## config.mk

```make
export PLATFORM = sky130hd
export DESIGN_NAME = vga_rect_scheduler
export DESIGN_NICKNAME = d
export VERILOG_FILES = /design/src/rtl/vga_rect_scheduler.sv
export SDC_FILE = /design/constraint.sdc
export NUM_CORES = 1
export LEC_CHECK = 0
export BUFFER_PORTS_ARGS = -buffer_cell sky130_fd_sc_hd__clkbuf_2
export CELL_PAD_IN_SITES_DETAIL_PLACEMENT = 1
export CELL_PAD_IN_SITES_GLOBAL_PLACEMENT = 1
export CORE_MARGIN = 10
export CORE_UTILIZATION = 44
export CTS_CLUSTER_DIAMETER = 150
export DETAILED_ROUTE_END_ITERATION = 6
export GPL_ROUTABILITY_DRIVEN = 0
export PLACE_DENSITY = 0.84
export RECOVER_POWER = 100
export SLEW_MARGIN = 20
export SYNTH_ARGS = -nofsm -noshare
export SYNTH_HDL_FRONTEND = slang
export SYNTH_SLANG_ARGS = --single-unit
export TNS_END_PERCENT = 100
```

## constraint.sdc

```tcl
create_clock -name clock -period 10.4 [get_ports clock]
set_input_delay 0.52 -clock clock [delete_from_list [all_inputs] [get_ports clock]]
set_output_delay 0.52 -clock clock [all_outputs]
set_load 0.02 [all_outputs]
```

## src/rtl/vga_rect_scheduler.sv

```systemverilog
// rtl/vga_rect_scheduler.sv - round-robin filled-rectangle rasteriser sharing the VGA plot port
// Optional: define VGA_RECT_SCHED_CLEAR_ON_RESET_EN to blank the screen after reset.
module vga_rect_scheduler #(
  parameter int SCREEN_W = 160,
  parameter int SCREEN_H = 120
) (
  input  logic        clock,
  input  logic        reset,
  input  logic        req0_valid,
  output logic        req0_ready,
  input  logic [10:0] req0_x,
  input  logic [10:0] req0_y,
  input  logic [7:0]  req0_w,
  input  logic [7:0]  req0_h,
  input  logic [2:0]  req0_colour,
  input  logic        req1_valid,
  output logic        req1_ready,
  input  logic [10:0] req1_x,
  input  logic [10:0] req1_y,
  input  logic [7:0]  req1_w,
  input  logic [7:0]  req1_h,
  input  logic [2:0]  req1_colour,
  output logic        done0,
  output logic        done1,
  output logic [10:0] x,
  output logic [10:0] y,
  output logic [2:0]  colour,
  output logic        plot,
  output logic        busy
);
  localparam logic [10:0] SW = 11'(SCREEN_W);
  localparam logic [10:0] SH = 11'(SCREEN_H);

`ifdef VGA_RECT_SCHED_CLEAR_ON_RESET_EN
  typedef enum logic [1:0] {S_IDLE, S_DRAW, S_DONE, S_CLEAR} state_t;
  localparam state_t S_RESET = S_CLEAR;
`else
  typedef enum logic [1:0] {S_IDLE, S_DRAW, S_DONE} state_t;
  localparam state_t S_RESET = S_IDLE;
`endif

  state_t      state_q, state_d;
  logic        last_q, last_d, owner_q, owner_d;
  logic [10:0] bx_q, bx_d, by_q, by_d;
  logic [7:0]  w_q, w_d, h_q, h_d, col_q, col_d, row_q, row_d;
  logic [2:0]  fill_q, fill_d;
  logic [10:0] x_q, x_d, y_q, y_d;
  logic [2:0]  colour_q, colour_d;
  logic        plot_q, plot_d, done0_q, done0_d, done1_q, done1_d;
  logic        grant0, grant1;
  logic [7:0]  col_nx, row_nx, sel_w, sel_h;
  logic [10:0] px, py, sel_x, sel_y;

  // last_q == 1 means requester 1 won the previous grant, so requester 0 wins a tie
  assign grant0 = (state_q == S_IDLE) && !reset && req0_valid && (!req1_valid || last_q);
  assign grant1 = (state_q == S_IDLE) && !reset && req1_valid && (!req0_valid || !last_q);
  assign req0_ready = grant0;
  assign req1_ready = grant1;

  assign sel_x = grant1 ? req1_x : req0_x;
  assign sel_y = grant1 ? req1_y : req0_y;
  assign sel_w = grant1 ? req1_w : req0_w;
  assign sel_h = grant1 ? req1_h : req0_h;

  assign col_nx = (col_q == w_q - 8'd1) ? 8'd0 : col_q + 8'd1;
  assign row_nx = (col_q == w_q - 8'd1) ? row_q + 8'd1 : row_q;
  assign px     = bx_q + {3'b000, col_nx};
  assign py     = by_q + {3'b000, row_nx};

  always_comb begin
    state_d  = state_q;
    last_d   = last_q;
    owner_d  = owner_q;
    bx_d     = bx_q;
    by_d     = by_q;
    w_d      = w_q;
    h_d      = h_q;
    col_d    = col_q;
    row_d    = row_q;
    fill_d   = fill_q;
    x_d      = x_q;
    y_d      = y_q;
    colour_d = colour_q;
    plot_d   = 1'b0;
    done0_d  = 1'b0;
    done1_d  = 1'b0;
    case (state_q)
      S_IDLE: begin
        if (grant0 || grant1) begin
          owner_d = grant1;
          last_d  = grant1;
          bx_d    = sel_x;
          by_d    = sel_y;
          w_d     = sel_w;
          h_d     = sel_h;
          fill_d  = grant1 ? req1_colour : req0_colour;
          col_d   = 8'd0;
          row_d   = 8'd0;
          if (sel_w == 8'd0 || sel_h == 8'd0) begin
            state_d = S_DONE;
            done0_d = grant0;
            done1_d = grant1;
          end else begin
            // first pixel is registered at the accept edge so it shows in cycle 1
            state_d  = S_DRAW;
            x_d      = sel_x;
            y_d      = sel_y;
            colour_d = grant1 ? req1_colour : req0_colour;
            plot_d   = (sel_x < SW) && (sel_y < SH);
          end
        end
      end
      S_DRAW: begin
        if (col_q == w_q - 8'd1 && row_q == h_q - 8'd1) begin
          state_d = S_DONE;
          done0_d = !owner_q;
          done1_d = owner_q;
        end else begin
          col_d    = col_nx;
          row_d    = row_nx;
          x_d      = px;
          y_d      = py;
          colour_d = fill_q;
          plot_d   = (px < SW) && (py < SH);
        end
      end
      S_DONE: state_d = S_IDLE;
`ifdef VGA_RECT_SCHED_CLEAR_ON_RESET_EN
      S_CLEAR: begin
        colour_d = 3'd0;
        // sweep position lives in x_q/y_q; plot_q low marks the sweep has not started
        if (plot_q && x_q == SW - 11'd1 && y_q == SH - 11'd1) begin
          state_d = S_IDLE;
        end else begin
          plot_d = 1'b1;
          if (!plot_q) begin
            x_d = 11'd0;
            y_d = 11'd0;
          end else if (x_q == SW - 11'd1) begin
            x_d = 11'd0;
            y_d = y_q + 11'd1;
          end else begin
            x_d = x_q + 11'd1;
          end
        end
      end
`endif
      default: state_d = S_IDLE;
    endcase
  end

  always_ff @(posedge clock or posedge reset) begin
    if (reset) begin
      state_q  <= S_RESET;
      last_q   <= 1'b1;
      owner_q  <= 1'b0;
      bx_q     <= '0;
      by_q     <= '0;
      w_q      <= '0;
      h_q      <= '0;
      col_q    <= '0;
      row_q    <= '0;
      fill_q   <= '0;
      x_q      <= '0;
      y_q      <= '0;
      colour_q <= '0;
      plot_q   <= 1'b0;
      done0_q  <= 1'b0;
      done1_q  <= 1'b0;
    end else begin
      state_q  <= state_d;
      last_q   <= last_d;
      owner_q  <= owner_d;
      bx_q     <= bx_d;
      by_q     <= by_d;
      w_q      <= w_d;
      h_q      <= h_d;
      col_q    <= col_d;
      row_q    <= row_d;
      fill_q   <= fill_d;
      x_q      <= x_d;
      y_q      <= y_d;
      colour_q <= colour_d;
      plot_q   <= plot_d;
      done0_q  <= done0_d;
      done1_q  <= done1_d;
    end
  end

  assign x      = x_q;
  assign y      = y_q;
  assign colour = colour_q;
  assign plot   = plot_q;
  assign done0  = done0_q;
  assign done1  = done1_q;
  assign busy   = (state_q != S_IDLE);

endmodule

```

# --- Word level (Yosys, flattened, before mapping) ---
# Cells that the tools add are included.
# W data, S select, Z words.
op_classes:
  addsub: 6
  mul: 0
  n_div: 0
  magnitude_cmp: 4
  eq_ne: 7
  shifts: 0
  muxes: 40
  bitwise: 0
  reduce_logical: 26
op_table:
  columns: ["operator", "n"]
  rows:
  - ["$mux W11", 8]
  - ["$mux W8", 7]
  - ["$pmux W11 S2", 2]
  - ["$pmux W8 S2", 2]
  - ["$add A11 B8 Y11", 2]
  - ["$lt A11 B7 Y1 const B", 2]
  - ["$lt A11 B8 Y1 const B", 2]
  - ["$add A8 B1 Y8 const B", 2]
  - ["$eq A8 B8 Y1", 2]
  - ["$logic_not A8 Y1", 2]
  - ["$sub A8 B1 Y8 const B", 2]
  - ["$mux W3", 4]
  - ["$mux W1", 9]
  - ["$logic_and A1 B1 Y1", 8]
  - ["$mux W2", 3]
  - ["$ne A2 B2 Y1 const B", 3]
  - ["$pmux W1 S2", 3]
  - ["$pmux W3 S2", 1]
  - ["$logic_not A1 Y1", 5]
  - ["$logic_or A1 B1 Y1", 4]
  - ["$pmux W2 S2", 1]
  - ["$reduce_and A2 Y1", 2]
  - ["$reduce_and A4 Y1", 1]
  - ["$reduce_bool A2 Y1", 2]
  - ["other kinds (4)", 4]
totals:
  reg_bits: 89
  latchBits: 0
  mem_bits_rw: 0
  rom_bits: 0
  input_bits: 86
  out_inout_bits: 31
  word_cells: 99
  memories: 0

# --- Logic depth before layout (Yosys ltp) ---
# Gate-level depths: netlist of the first run.
depth:
  depth_word: 10
  depth_mapped: 22
  mapped_depth_nobuf: 20

# --- Worst setup path before layout of the first run ---
# No wires, ideal clock.
synth_path:
  path_kind: "reg2reg"
  from: "register w_q[0]"
  to: "register plot_q (netlist: plot)"
  setup_ns: 0.065
  t_arrival_ns: 4.863
  t_required_ns: 10.335
  path_slack_ns: 5.472
  path_stages_with_launch: 22
  n_path_buf: 3
  period_less_slack_ns: 4.928
  cell_sequence: "dfrtp_1 buf_2 inv_1 ha_1 o21bai_1 a2111oi_2 a311oi_2 a2111oi_4 buf_6 clkbuf_1 nor2_1 ha_1 fa_1 maj3_2 maj3_1 and3b_1 nor4_1 nor4_2 mux2_1 mux2i_1 and4b_1 a22o_1"
synth_between:
  elab_chain_cells: 8
  elab_cells_between_ends: 12
synth_rtl:
  columns: ["element", "line", "text"]
  rows:
  - ["from (decl)", "45", "logic [7:0] w_q, w_d, h_q, h_d, col_q, col_d, row_q, row_d;"]
  - ["from (signal assigned)", "176", "w_q <= w_d;"]
  - ["$sub A8 B1 Y8 (*)", "65, 66, 114", null]
  - ["$eq A8 B8 Y1 (*)", "65, 66, 114", null]
  - ["$mux W8 (on tied branches)", "65, 66", null]
  - ["$add A11 B8 Y11 (on tied branches)", "67, 68", null]
  - ["$lt A11 B8 Y1 or $lt A11 B7 Y1 (tied branches)", "124", "plot_d = (px < SW) && (py < SH);"]
  - ["$logic_and A1 B1 Y1", "124", null]
  - ["$mux W1 (*)", "114", "if (col_q == w_q - 8'd1 && row_q == h_q - 8'd1) begin"]
  - ["$pmux W1 S2 (*)", "87", "case (state_q)"]
  - ["named net plot_d", "49", "logic plot_q, plot_d, done0_q, done0_d, done1_q, done1_d;"]
  - ["to (signal assigned)", "184", "plot_q <= plot_d;"]
  - ["to (decl)", "49", null]
# Mark *: on every way through the listed nets, which the timed path passes. The rest lies on a longest branch.
# A chain may end at the register's enable or synchronous reset.

# --- Final worst setup path of the first run ---
layout_path:
  from: "register state_q[1]"
  to: "register y_q[1] (netlist: y[1])"
layout_between:
  elab_chain_cells: 9
  elab_cells_between_ends: 22
layout_rtl:
  columns: ["element", "line", "text"]
  rows:
  - ["from (decl)", "42", "state_t state_q, state_d;"]
  - ["from (signal assigned)", "171", "state_q <= state_d;"]
  - ["$logic_not A2 Y1", "55, 56, 87", null]
  - ["$logic_and A1 B1 Y1", "55, 56", null]
  - ["$logic_and A1 B1 Y1 (2 in a row)", "56", "assign grant1 = (state_q == S_IDLE) && !reset && req1_valid && (!req0_valid || !last_q);"]
  - ["$mux W8 (on tied branches)", "62, 63", null]
  - ["$logic_not A8 Y1", "99", "if (sel_w == 8'd0 || sel_h == 8'd0) begin"]
  - ["$logic_or A1 B1 Y1", "99", null]
  - ["$ne A2 B2 Y1 (no source line)", null, null]
  - ["$reduce_and A4 Y1 (no source line)", null, null]
  - ["to (signal assigned)", "182", "y_q <= y_d;"]
  - ["to (decl)", "47", "logic [10:0] x_q, x_d, y_q, y_d;"]
# Several ways; a longest one is shown, not always the timed one. The select of a mux whose other input is x is not followed.

==> results.toml, run 1 <==
[critical_path]
r2r_slack_ns = 3.40
cp_common_cell = "clkbuf_1"
path_cells = "or2_2, nor2_1, nand3_4, clkbuf_1, nand2_1, clkbuf_1, o22ai_4, clkbuf_1, o21ai_0"
critPathKind = "reg2reg"
worstSetupPathDepth = 9
endpoint_kind = "flop"
cp-startpoint = "state_q[1]$_DFFE_PP0P_"
arrival_ns = 7.12
crit_family = "buffers and inverters"
crit_end = "y[1]$_DFFE_PP0P_"
rr_startpoint = "state_q[1]$_DFFE_PP0P_"
cp_max_fo = 66
reg2reg_to = "y[1]$_DFFE_PP0P_"
crit_buf_inv = 3
crit_path_top_delay_cell = "clkbuf_1"
start_kind = "flop"
r2r_cells = 9
cp.required_ns = 10.52
cp_slowest_stage_delay_ns = 2.47

[clocking]
clockBufferDepth = 2
postCtsSetupRepairBufs = 0
cts_resized = 0
clk_pin_slew_worst_paths_ns = 0.06
cts_tree = "built"
cts_sinks = 89
htree_num_levels = 3
insertion_delay_ns = 0.35
numCtsBuffers = 9
clock_tree.root_cell = "clkbuf_16"
cts_hold_buf = 0

[synthesis]
synth_top_area_frac = 0.382
synth-edff-count = 0
ys_types = 65
yosys-top-cells-area = "dfrtp_1, nand2_1, nor2_1"
syn-instance-count = 699
ys_seq_area_frac = 0.386
synth_top_area_cell = "dfrtp_1"
ys_ff_latch = 89
synth_async_sr_flop_share = 1.00
syn_nets = 805
synthFlopType = "dfrtp_1"
syn_area_um2 = 5770
yosysWarnings = 0
syn_area_per_cell_um2 = 8.25

[pwr]
vdd_drop_max_v = 0.000143
power_mw = 2.24
p_leak_nw = 3.15
powerDensity_nw_per_um2 = 331

[cells_and_area]
final_core_util = 0.532
fin_nets = 901
fillers = 1649
stdcell_count = 972
diodes = 0
stdcell_area_um2 = 6760
area_growth_pct = 17.2
drive_gt1_frac = 0.151
final_cell_mix = "nand2_1, nor2_1, dfrtp_1, clkbuf_2, o21ai_0"
mostFrequentLayoutCell = "nand2_1"

[die]
dieArea_um2 = 18100
core_area_um2 = 12700
io_pins = 117
initial_utilization = 0.453
die_w_um = 134
rows = 41
die_h_um = 134

[grt]
grt_max_degree = 79
grt_pass1_wl_mm = 30.8
grt_overflow = 0
antenna_found_initial = 0
grt_pass1_vias = 6040
grt_usage = 0.209

[placement]
place_area_um2 = 6480
dpl_worst_slack_ns = 5.29
dp_cells = 955
port_buffers = 116
dp_hpwl_mm = 13.8

[detailed_routing]
routed_via_density = 5.67
highest_layer = "met4"
routedWlPerCell_um = 19.5
vias = 5513
totalWireLength_mm = 18.9
dr.pass1.iters = 4
ant_nets = 0
drcViolationCount = 0
wl_met2_mm = 10.7
drtIter0Drc = 330
wl_met3_um = 548
drt-met1-wl_mm = 7.24

[sta]
fmax_ghz = 0.143
finClkSkew_ns = 0.00473
timing.hold.ws_ns = 0.180
tightest_slew_ns = 3.51
fin_crit_ns = 7.00
slew_viol_final = 226
final.setup.tns_ns = 0
rsz0062_at_grt = "false"
setup_viol = 0
post-route-period-util = 0.673
relSlewSlack = -1.34
final.setup.worst_slack_ns = 3.40
final_hold_viol_count = 0

[status]
violations = "capacitance limit, slew limit"
status = "finished, violations left"

[hold_path]
hold_class = "in2async"

[flow_run]
max-cap-violations = 4
-- cell usage after synthesis, drive strengths merged, types with 3 or more instances --
master / n
o21ai: 59
ha: 18
a211oi: 3
nand2b: 6
nor4: 13
clkbuf: 31
nor2: 98
and3: 5
o31ai: 3
xor2: 26
a21o: 4
nor3: 10
nand4: 5
o22ai: 4
a21oi: 56
maj3: 3
nand2: 110
dfrtp: 88
inv: 12
a31oi: 17
o21a: 3
buf: 8
nand3: 21
nor2b: 5
nor3b: 3
xnor2: 25
mux2i: 29
-- metal layers --
metal  global-route usage  vias to the layer above
li1                     -                     2611
met1                0.223                     2786
met2                0.398                       88
met3               0.0456                       28
met4               0.0623                        0
met5                    0                        -
-- power breakdown --
part	leakage, nW	switching [mW]	internal, mW
clock network	0.162	0.138	0.219
registers	1.05	0.174	0.511
logic	1.94	0.723	0.475
total	3.15	1.03	1.21
-- worst min path at each step --
stage                             from  slack [ns]                 end
global placement                 reset        0.43     done1$_DFF_PP0_
detailed placement               reset        0.44     done1$_DFF_PP0_
global route                     reset        0.21     done1$_DFF_PP0_
floorplan           last_q$_DFFE_PP1P_        0.44  last_q$_DFFE_PP1P_
CTS                              reset        0.07     done1$_DFF_PP0_
finish                           reset        0.18     done1$_DFF_PP0_
-- cells by family after synthesis --
logic type                 after synthesis  share of synthesized area
DFF                                     89                      0.386
xor gates and xnor gates                51                     0.0787
AOI/OAI and AO/OA                      167                      0.172
muxes                                   31                     0.0542
buffers and inverters                   52                     0.0364
and+or+nand+nor                        286                      0.220
adders and majority gates               23                     0.0516
-- worst reg2reg max path, stage by stage, from the launching register on --
cell and delay (ns):
dfrtp_1 0.38, or2_2 0.19, nor2_1 0.09, nand3_4 0.07, clkbuf_1 2.47, nand2_1 0.17, clkbuf_1 1.04, o22ai_4 0.48
clkbuf_1 1.46, o21ai_0 0.41
-- state kept, by name, indices dropped and copies added (netlist names) --
| signal | cells |
|---|---|
| bx_q | 11 |
| by_q | 11 |
| col_q | 8 |
| colour | 3 |
| done0 | 1 |
| done1 | 1 |
| fill_q | 3 |
| h_q | 8 |
| last_q | 1 |
| owner_q | 1 |
| plot | 1 |
| row_q | 8 |
| state_q | 2 |
| w_q | 8 |
| x | 11 |
| y | 11 |
-- layout make-up --
| class | count | area (um^2) | share of cell area |
|---|---|---|---|
| well taps | 172 | 215 | 0.0318 |
| clock buffers | 15 | 298 | 0.0440 |
| repair buffers | 124 | 583 | 0.0862 |
| multi-input cells | 558 | 3360 | 0.497 |
| clock inverters | 1 | 30.0 | 0.00444 |
| inverters | 13 | 50.0 | 0.00740 |
| flip-flops and latches | 89 | 2230 | 0.330 |
Note: power is estimated with default switching activity, not from simulation.
==> inputs of run 2 (changes only) <==
- CORE_UTILIZATION: 44 -> 41
- PLACE_DENSITY: 0.84 -> 0.79
- clock period: 10.4 -> 6.5 ns (I/O delays scaled with it)
==> results.toml, run 2 (synthesized netlist as in run 1, its figures left out) <==
[sta]
rsz0062_at_grt = "false"
slew_viol_final = 151
setup_viol = 0
post-route-period-util = 0.827
tightest_slew_ns = 3.84
fin_crit_ns = 5.38
fmax_ghz = 0.186
relSlewSlack = -1.56
finClkSkew_ns = 0.00951
final.setup.tns_ns = 0
final_hold_viol_count = 0
timing.hold.ws_ns = 0.225

[critical_path]
r2r_slack_ns = 1.12
endpoint_kind = "flop"
cp.required_ns = 6.79
arrival_ns = 5.67
cp_max_fo = 21
start_kind = "flop"
r2r_cells = 19
critPathKind = "reg2reg"

[cells_and_area]
stdcell_area_um2 = 6770
drive_gt1_frac = 0.151
area_growth_pct = 17.3
final_cell_mix = "nand2_1, nor2_1, dfrtp_1, clkbuf_2, o21ai_0"
fin_nets = 900
diodes = 0
mostFrequentLayoutCell = "nand2_1"

[clocking]
numCtsBuffers = 9
clk_pin_slew_worst_paths_ns = 0.07
insertion_delay_ns = 0.35
clockBufferDepth = 2
cts_tree = "built"
cts_resized = 0
htree_num_levels = 3
cts_sinks = 89
clock_tree.root_cell = "clkbuf_16"

[grt]
grt_usage = 0.184
grt_pass1_vias = 6049
grt_max_degree = 70
grt_pass1_wl_mm = 29.9
antenna_found_initial = 0
grt_overflow = 0

[hold_path]
min_path_cells = 3
hold_class = "in2reg"

[die]
dieArea_um2 = 19200
rows = 43
io_pins = 117
initial_utilization = 0.417
die_w_um = 139
die_h_um = 139
core_area_um2 = 13800

[detailed_routing]
routed_via_density = 5.55
totalWireLength_mm = 18.0
vias = 5437
routedWlPerCell_um = 18.4
drcViolationCount = 0
dr.pass1.iters = 4
ant_nets = 0
drtIter0Drc = 315

[status]
status = "finished, violations left"
violations = "capacitance limit, slew limit"

[pwr]
vdd_drop_max_v = 0.000233
p_leak_nw = 3.16
powerDensity_nw_per_um2 = 523

[flow_run]
max-cap-violations = 3

[placement]
place_area_um2 = 6490
port_buffers = 116
dp_hpwl_mm = 13.7
-- run 2: changes by cell type in the layout (fill, tap and decap cells not counted), moves of 2 or more --
cell      previous run  this run
clkinv_4             0         2
clkbuf_1            37        33
clkbuf_8             5         1
clkinv_2             0         2
-- run 2: worst paths after layout --
path / from / to
max: w_q[0]$_DFFE_PP0P_ / plot$_DFF_PP0_
min: req0_h[0] / h_q[0]$_DFFE_PP0P_
max reg2reg: w_q[0]$_DFFE_PP0P_ / plot$_DFF_PP0_
min reg2reg: last_q$_DFFE_PP1P_ / last_q$_DFFE_PP1P_
max in group asynchronous: reset / x[0]$_DFFE_PP0P_
min in group asynchronous: reset / w_q[7]$_DFFE_PP0P_
-- run 2: critical path, cell delays in order, from the launching register on --
cell and delay [ns]:
dfrtp_1 0.48, inv_1 0.08, ha_1 0.28, o21bai_1 0.19
a2111oi_0 0.57, a311oi_2 0.12, a2111oi_4 0.32, buf_4 0.31
nor2_1 0.10, ha_1 0.23, fa_1 0.47, maj3_2 0.35
maj3_1 0.38, and3b_1 0.21, nor4_1 0.31, nor4_2 0.14
mux2_1 0.33, mux2i_1 0.13, and4b_1 0.20, a22o_1 0.12
-- run 2: stage by stage --
stage                      util  std cells  setup slack, ns  total power [mW]
after floorplan               -        699             1.57              2.45
final                     0.489        979             1.12              3.54
after detailed placement  0.469        961             1.39              3.01
after global placement    0.469        961             1.64              2.88
after global routing      0.489        979            0.863              3.83
after CTS                 0.492        978             1.33              3.57
-- run 2: power breakdown --
part / internal [mW] / switching (mW) / total [mW]
logic: 0.766 / 1.13 / 1.90
registers: 0.816 / 0.283 / 1.10
clock network: 0.310 / 0.231 / 0.541
-- run 2: repair_timing --
| item | CTS | global route |
|---|---|---|
| endpoints found under the hold margin | 19 | 0 |
| setup buffers | 0 | 0 |
| hold buffers | 1 | 0 |
| endpoints found under the setup margin | 0 | 0 |
-- run 2: layout make-up --
cell class / count / area [um^2]
Multi-Input combinational cell: 558 / 3350
Tap cell: 180 / 225
Fill cell: 1695 / 7060
Clock inverter: 6 / 66.3
Clock buffer: 10 / 239
Inverter: 13 / 50.0
Timing Repair Buffer: 123 / 609
Sequential cell: 89 / 2230
-- run 2: routing by layer --
| layer | global-route usage | routed length [um] |
|---|---|---|
| met4 | 0.0533 | 288 |
| met1 | 0.210 | 7700 |
| met3 | 0.0483 | 748 |
| met2 | 0.331 | 9300 |
| met5 | 0 | 0 |
==> inputs of run 3 (changes only) <==
- clock period: 6.5 -> 5.1 ns (I/O delays scaled with it)
==> results.toml, run 3 (synthesized netlist as in run 1, its figures left out) <==
[status]
status = "finished, violations left"
violations = "capacitance limit, slew limit"

[clocking]
htree_num_levels = 3
numCtsBuffers = 9
clock_tree.root_cell = "clkbuf_16"
clk_pin_slew_worst_paths_ns = 0.07
insertion_delay_ns = 0.36
clockBufferDepth = 2
cts_sinks = 89
cts_tree = "built"

[critical_path]
endpoint_kind = "flop"
cp_max_fo = 8
crit_family = "compound AO/OA/AOI/OAI gates"
cp-startpoint = "w_q[0]$_DFFE_PP0P_"
start_kind = "flop"
crit_path_top_delay_cell = "a2111oi_4"
path_cells = "inv_1, ha_1, o21bai_1, a2111oi_2, a311oi_2, a2111oi_4, buf_6, mux2_2, ha_1, a21o_1, a21oi_1, o21ai_0, o41ai_2, nor2b_1, o21ai_1, xnor2_1, nor4_1, and4b_1, a22o_1"
critPathKind = "reg2reg"
arrival_ns = 5.19
cp.required_ns = 5.40
crit_buf_inv = 2
rr_startpoint = "w_q[0]$_DFFE_PP0P_"
cp_slowest_stage_delay_ns = 0.50
cp_common_cell = "ha_1"

[detailed_routing]
drcViolationCount = 0
drtIter0Drc = 307
ant_nets = 0
dr.pass1.iters = 4
vias = 5524
routed_via_density = 5.62
totalWireLength_mm = 18.7
routedWlPerCell_um = 19.0

[sta]
setup_viol = 0
relSlewSlack = -0.121
tightest_slew_ns = 1.67
final_hold_viol_count = 0
post-route-period-util = 0.959
slew_viol_final = 38
fmax_ghz = 0.204
finClkSkew_ns = 0.0131
fin_crit_ns = 4.89

[die]
core_area_um2 = 13800
dieArea_um2 = 19200
rows = 43
die_h_um = 139
die_w_um = 139
initial_utilization = 0.417
io_pins = 117

[hold_path]
hold_class = "in2reg"
hold_path.startpoint = "req0_h[2]"

[grt]
grt_pass1_vias = 6142
grt_usage = 0.190
grt_overflow = 0
grt_max_degree = 54
grt_pass1_wl_mm = 30.7
antenna_found_initial = 0

[cells_and_area]
drive_gt1_frac = 0.167
area_growth_pct = 18.1
fin_nets = 904
diodes = 0
regArea_um2 = 2230
final_cell_mix = "nand2_1, nor2_1, clkbuf_2, dfrtp_1, o21ai_0"
multi_input_area_um2 = 3380
stdcell_count = 983
fillers = 1678
mostFrequentLayoutCell = "nand2_1"

[pwr]
vdd_drop_max_v = 0.000260
power_mw = 4.58
powerDensity_nw_per_um2 = 673
p_leak_nw = 3.18

[placement]
dp_hpwl_mm = 14.2
dp_cells = 964
port_buffers = 116

[flow_run]
max-cap-violations = 1
## run 3: cell count changes in the layout (fill, tap and decap cells not counted), sizes merged
cell and change:
buf +3, clkinv -3, clkinvlp +1, inv +3
## run 3: per-layer routing
metal,share of wire,vias to the layer above,wire length [um],track usage
li1,-,2624,-,-
met1,0.42,2742,7910,0.216
met2,0.51,119,9580,0.342
met3,0.036,39,679,0.0459
met4,0.027,0,495,0.0571
met5,0,-,0,0
## run 3: path summary, 6_finish.rpt
check / slack (ns) / cells past startpoint / endpoint
worst max-delay path: 0.21 / 19 / plot$_DFF_PP0_
worst min-delay path: 0.15 / 3 / h_q[2]$_DFFE_PP0P_
worst max register to register: 0.21 / 19 / plot$_DFF_PP0_
worst min register to register: 0.48 / 2 / last_q$_DFFE_PP1P_
max in group asynchronous: 2.27 / 4 / y[4]$_DFFE_PP0P_
min in group asynchronous: 0.85 / 3 / col_q[5]$_DFFE_PP0P_
## run 3: timing repair
item	CTS	global route
resized for setup	0	8
hold buffers	1	0
endpoints found under the hold margin	2	0
endpoints found under the setup margin	0	2
setup buffers	0	2
## run 3: worst reg2reg max path: cells and delay by family, from the launching register on
kind | cells | cell delay, ns
mux | 1 | 0.38
fa+ha+maj | 2 | 0.55
buf+inv | 2 | 0.27
simple gates | 3 | 0.64
xor+xnor | 1 | 0.12
flops | 1 | 0.43
compound gates | 10 | 2.49
## run 3: area by class of cell
class | instances | share of cell area
Sequential cell | 89 | 0.327
Timing Repair Buffer | 127 | 0.0913
Inverter | 13 | 0.00735
Clock buffer | 9 | 0.0331
Multi-Input combinational cell | 558 | 0.496
Clock inverter | 7 | 0.0123
Tap cell | 180 | 0.0331
## run 3: power breakdown
| part | total [mW] | leakage, nW | switching (mW) | internal (mW) |
|---|---|---|---|---|
| sequential | 1.41 | 1.05 | 0.367 | 1.04 |
| clock | 0.708 | 0.149 | 0.318 | 0.390 |
| combinational | 2.47 | 1.98 | 1.49 | 0.983 |
| total | 4.58 | 3.18 | 2.17 | 2.41 |
## run 3: through the flow
stage	setup TNS [ns]	worst slack [ns]	utilization	instance area [um^2]	hold slack [ns]
5_1_grt	-0.0449	-0.0449	0.493	6810	0.165
6_report	0	0.209	0.493	6810	0.154
2_1_floorplan	0	0.172	-	5770	0.403
4_1_cts	0	0.0743	0.494	6830	0.151
3_3_place_gp	0	0.396	0.471	6510	0.355
3_5_place_dp	0	0.115	0.471	6510	0.364
